<file path="src/rtl/sqrt_arbiter.sv">
// Round-robin arbiter sharing one sqrt unit among NREQ requesters.
// Optional BUSY watchdog enabled by defining SQRT_ARB_TIMEOUT_EN.
module sqrt_arbiter #(
  parameter int NREQ           = 4,
  parameter int TIMEOUT_CYCLES = 255
) (
  input  logic                 clk,
  input  logic                 rst,
  input  logic [NREQ-1:0]      req,
  input  logic [32*NREQ-1:0]   operand,
  output logic [NREQ-1:0]      ack,
  output logic [NREQ-1:0]      done,
  output logic [15:0]          resp_result,
  output logic                 resp_cflag,
  output logic                 resp_oflag,
  output logic                 resp_err,
  output logic                 sqrt_start,
  output logic [31:0]          sqrt_nr,
  input  logic                 sqrt_ready,
  input  logic [15:0]          sqrt_result,
  input  logic                 sqrt_cflag,
  input  logic                 sqrt_oflag
);

  localparam int GW = (NREQ > 1) ? $clog2(NREQ) : 1;

  typedef enum logic [1:0] {
    IDLE    = 2'd0,
    BUSY    = 2'd1,
    RECOVER = 2'd2
  } state_t;

  state_t          state_q;
  logic [GW-1:0]   last_grant_q;
  logic [GW-1:0]   winner_q;
  logic [GW-1:0]   winner_d;
  logic            found;
  int              cand;

`ifdef SQRT_ARB_TIMEOUT_EN
  logic [15:0]     wd_q;
`endif

  // Round-robin search starting just after the last grant, wrapping once.
  always_comb begin
    // NOTE: every variable gets a default first so no latch is inferred.
    winner_d = last_grant_q;
    found    = 1'b0;
    cand     = 0;
    for (int off = 1; off <= NREQ; off++) begin
      cand = int'(last_grant_q) + off;
      if (cand >= NREQ) cand = cand - NREQ;
      if (!found && req[cand]) begin
        winner_d = GW'(cand);
        found    = 1'b1;
      end
    end
  end

  // NOTE: sequential state uses non-blocking assignments only.
  always_ff @(posedge clk) begin
    if (rst) begin
      // NOTE: every register is reset, including the datapath, so the
      // response bus and sqrt_nr are defined straight out of reset.
      state_q      <= IDLE;
      last_grant_q <= GW'(NREQ - 1);
      winner_q     <= '0;
      sqrt_start   <= 1'b0;
      sqrt_nr      <= '0;
      ack          <= '0;
      done         <= '0;
      resp_result  <= '0;
      resp_cflag   <= 1'b0;
      resp_oflag   <= 1'b0;
`ifdef SQRT_ARB_TIMEOUT_EN
      resp_err     <= 1'b0;
      wd_q         <= '0;
`endif
    end else begin
      ack  <= '0;
      done <= '0;
      case (state_q)
        IDLE: begin
          if (|req) begin
            winner_q     <= winner_d;
            last_grant_q <= winner_d;
            sqrt_nr      <= operand[32*winner_d +: 32];
            ack          <= NREQ'(1) << winner_d;
            sqrt_start   <= 1'b1;
            state_q      <= BUSY;
`ifdef SQRT_ARB_TIMEOUT_EN
            wd_q         <= '0;
`endif
          end
        end
        BUSY: begin
          if (sqrt_ready) begin
            resp_result <= sqrt_result;
            resp_cflag  <= sqrt_cflag;
            resp_oflag  <= sqrt_oflag;
            done        <= NREQ'(1) << winner_q;
            sqrt_start  <= 1'b0;
            state_q     <= RECOVER;
`ifdef SQRT_ARB_TIMEOUT_EN
            resp_err    <= 1'b0;
          end else if (wd_q == 16'(TIMEOUT_CYCLES - 1)) begin
            // Watchdog expiry: report an error response to the winner.
            resp_result <= '0;
            resp_cflag  <= 1'b0;
            resp_oflag  <= 1'b0;
            resp_err    <= 1'b1;
            done        <= NREQ'(1) << winner_q;
            sqrt_start  <= 1'b0;
            state_q     <= RECOVER;
          end else begin
            wd_q        <= wd_q + 16'd1;
`endif
          end
        end
        RECOVER: state_q <= IDLE;
        default: begin
          state_q    <= IDLE;
          sqrt_start <= 1'b0;
        end
      endcase
    end
  end

`ifndef SQRT_ARB_TIMEOUT_EN
  assign resp_err = 1'b0;
`endif

endmodule

</file>
<file path="config.mk">
export PLATFORM = sky130hd
export DESIGN_NAME = sqrt_arbiter
export DESIGN_NICKNAME = d
export VERILOG_FILES = /design/src/rtl/sqrt_arbiter.sv
export SDC_FILE = /design/constraint.sdc
export NUM_CORES = 1
export LEC_CHECK = 0
export BUFFER_PORTS_ARGS = -buffer_cell sky130_fd_sc_hd__clkbuf_2
export CAP_MARGIN = 20
export CORE_ASPECT_RATIO = 1.25
export CORE_MARGIN = 3
export CORE_UTILIZATION = 47
export CTS_BUF_LIST = sky130_fd_sc_hd__clkbuf_4 sky130_fd_sc_hd__clkbuf_8 sky130_fd_sc_hd__clkbuf_16
export DETAILED_ROUTE_END_ITERATION = 6
export GPL_TIMING_DRIVEN = 0
export MAX_ROUTING_LAYER = met4
export PLACE_DENSITY = 0.87
export SLEW_MARGIN = 20
export SYNTH_ARGS = -nofsm -noshare
export SYNTH_HDL_FRONTEND = slang
export SYNTH_SLANG_ARGS = --single-unit
</file>
<file path="constraint.sdc">
create_clock -name clk -period 5.5 [get_ports clk]
set_clock_uncertainty 0.1 [all_clocks]
set_input_delay 0.825 -clock clk [delete_from_list [all_inputs] [get_ports clk]]
set_output_delay 0.825 -clock clk [all_outputs]
set_load 0.03 [all_outputs]
</file>
==> out/results.md <==
| Metric | Reported |
|---|---|
| Combinational cell fraction of total power | 34.7% |
| Total nets after synthesis | 557 |
| Total clock buffers created by CTS | 9 |
| Post-Route Utilization | 68.3% |
| DRT antenna net count | 0 |
| Share of Yosys cell area claimed by the top area cell type | 37.6% |
| Largest fanout of any net on the critical path | 10 |
| Number of detailed-route iterations in the first pass | 5 |
| Unrepaired setup endpoints after global routing | no |
| Area Growth Syn to Fin | 39.6% |
| CP Data Required Time | 5.67 ns |
| Chip Width | 82.7 um |
| Setup TNS | 0 ns |
| Routed wirelength normalized by instance count | 16.6 um |
| Sequential cell fraction of total power | 37.5% |
| Sequential area share after synthesis | 37.6% |
| Number of placed I/O pins | 213 |
| Maximum clock rate | 0.429 GHz |
| Placed cell areas | 4630 um2 |
| Most used cells in the layout excluding fill and tap cells | 212 x clkbuf_2, 74 x nand2_1, 65 x dfxtp_1 |
| Final count of negative-setup-slack endpoints | 0 |
| Int Pwr | 947 uW |
| Syn Std Cell Area | 3460 um2 |
| Sort of element at the start of the critical path | primary input |
| Clk buf depth | 2 |
| Antenna violations before repair | 0 |
| Worst Path Arrival | 2.50 ns |
| Final period utilization | 42.4% |
| Transition time at the pin with the least slew margin | 0.627 ns |
| Final Hold Vio Count | 0 |
| Result of the run | completed |
| Proportion of synthesized flip-flops having asynchronous set or reset | 0% |
| Initial core utilization | 49.0% |
| Total number of nets in the final design | 779 |
| Post-Place Cells | 705 |
| Pins over their slew limit | 0 |
| Synth Warn # | 0 |
| Reg clk slew, reported paths | 0.08 ns |
| # Max-Cap Violations | 0 |
| Distinct cell type count after synthesis | 37 |
| Total via count after detailed routing | 4044 |
| IO Port Bufs | 211 |
| Die Ht | 102 um |
| Post-route non-filler standard cell count | 721 |
| Routability congestion estimate from global placement | 0.864 |
| Dominant register cell in the synthesized netlist | dfxtp_1 |
| Proportion of total power due to net switching | 37.5% |
| Detailed placement HPWL | 9580 um |
| Worst Setup End Kind | flop |
| Std-Cell Rows | 34 |
| Sink count of the clock tree | 65 |
| Post-layout min period | 2.33 ns |
| Post-route cell area | 4830 um2 |
| Via count of the first global-routing pass | 3787 |
| Leakage Power | 2.36 nW |
| CTS-repair resized insts | 0 |
| Main area contributors after synthesis | dfxtp_1 38%, mux2i_1 10%, a21bo_2 8.7%, nand2_1 8.0%, o31ai_1 6.5% |
| Number of buffers inserted for hold repair after clock tree synthesis | 0 |
| Most common cell after layout, fill and taps aside | clkbuf_2 |
| Clock tree from TritonCTS | done |
| GRT Residual Overflow | 0 |
| Floorplan Core Area | 7060 um2 |
| Hold Worst Slack | 0.361 ns |
| Overall Global Routing Usage | 28.5% |
| Average size of a mapped cell | 8.56 um2 |
| First-pass GRT wire length | 17900 um |
| Clock root buffer | clkbuf_8 |
| Hold WC Path Type | flop to flop |
| Post-CTS Setup Inserts | 0 |
| Worst supply voltage drop on vdd | 0.000242 V |
| Iteration-0 DRC count of the detailed router | 207 |
| Die footprint | 8430 um2 |
| Largest area contributor in the netlist | dfxtp_1 |
| Worst max-slew margin expressed relative to the limit | 58.2% |
| Fraction of layout cells with a size suffix above 1 | 43.9% |
| Gate Count Post-Synth | 404 |
| Clock latency at the later pin of the worst-skew pair | 0.35 ns |
| Routed Wire Length | 12000 um |
| Count of flip-flops with a built-in enable after synthesis | 0 |
| Power Density | 314 nW/um2 |
| H-tree lvl count | 3 |
| Antenna cell count | 0 |
| Vias per cell | 5.61 |
| Power dissipated by switching net loads | 569 uW |
| DRC | 0 |
| Pin count of the biggest net entering global routing | 14 |
| Share of total power in the clock network | 27.8% |
| Worst Path Class, Setup | primary input to flop |
| Flop and latch count out of synthesis | 65 |
registers in the layout (all words and copies together), names as in the netlist:
register and flops:
sqrt_nr 32, done 4, resp_cflag 1, resp_oflag 1
resp_result 16, state_q 2, ack 4, winner_q 2
last_grant_q 2, sqrt_start 1
cell type report:
type / instances / area (um2)
sequential: 65 / 1300
tap: 90 / 113
buffer: 42 / 183
timing repair buffer: 211 / 1060
clock inverter: 7 / 76.3
fill: 595 / 2240
inverter: 1 / 3.75
clock buffer: 9 / 124
multi-input combinational: 296 / 1970
routing by layer:
metal | up-vias | track usage, % | wire (um)
met3 | 31 | 5.73 | 950
met4 | 0 | 9.94 | 280
li1 | 1922 | - | -
met5 | - | - | 0
met2 | 210 | 48.1 | 6140
met1 | 1881 | 33.2 | 4580
critical path, cell delays in order:
cell and delay, ns:
clkbuf_2 0.13, nor2_1 0.09, a211o_4 0.38, a311oi_2 0.43
buf_2 0.27, a21bo_2 0.27, o211ai_1 0.11
final timing paths:
kind / startpoint / to / slack, ns / cells after the start
max reg2reg: last_grant_q[1] / sqrt_nr[23] / 3.35 / 7
min: resp_result[2] / resp_result[2] / 0.36 / 2
max: req[3] / sqrt_nr[13] / 3.17 / 7
min reg2reg: resp_result[2] / resp_result[2] / 0.36 / 2
power groups by stage:
stage	Clock, mW	Combinational, mW	Sequential (mW)
floorplan	0	0.238	0.684
global placement	0	0.507	0.575
detailed placement	0	0.522	0.578
CTS	0.425	0.524	0.568
global route	0.447	0.565	0.575
finish	0.422	0.526	0.569
cell usage after synthesis (all sizes together) (2+ instances only):
master  count
mux2i      35
nand2      74
dfxtp      65
nand3b      4
nand2b      2
o31ai      30
clkbuf     25
o21ai       2
nor3        2
o211ai     30
nand4      30
a21bo      30
buf        17
or2         2
a21oi      22
nand3       2
nor2       15
o221ai      2
metrics by stage:
stage / power [mW] / worst slack (ns)
after floorplan: 0.922 / 3.28
after global placement: 1.08 / 2.91
after detailed placement: 1.10 / 2.84
after CTS: 1.52 / 3.22
after global routing: 1.59 / 3.06
final: 1.52 / 3.17
kinds of logic after synthesis:
family,Yosys count,share of synthesized area (%)
compound gates,122,27.9
buf+inv,43,5.39
flops,65,37.6
mux,35,10.1
other cells,1,0.108
simple gates,138,18.8
No activity file was read; power rests on OpenSTA's default activity.
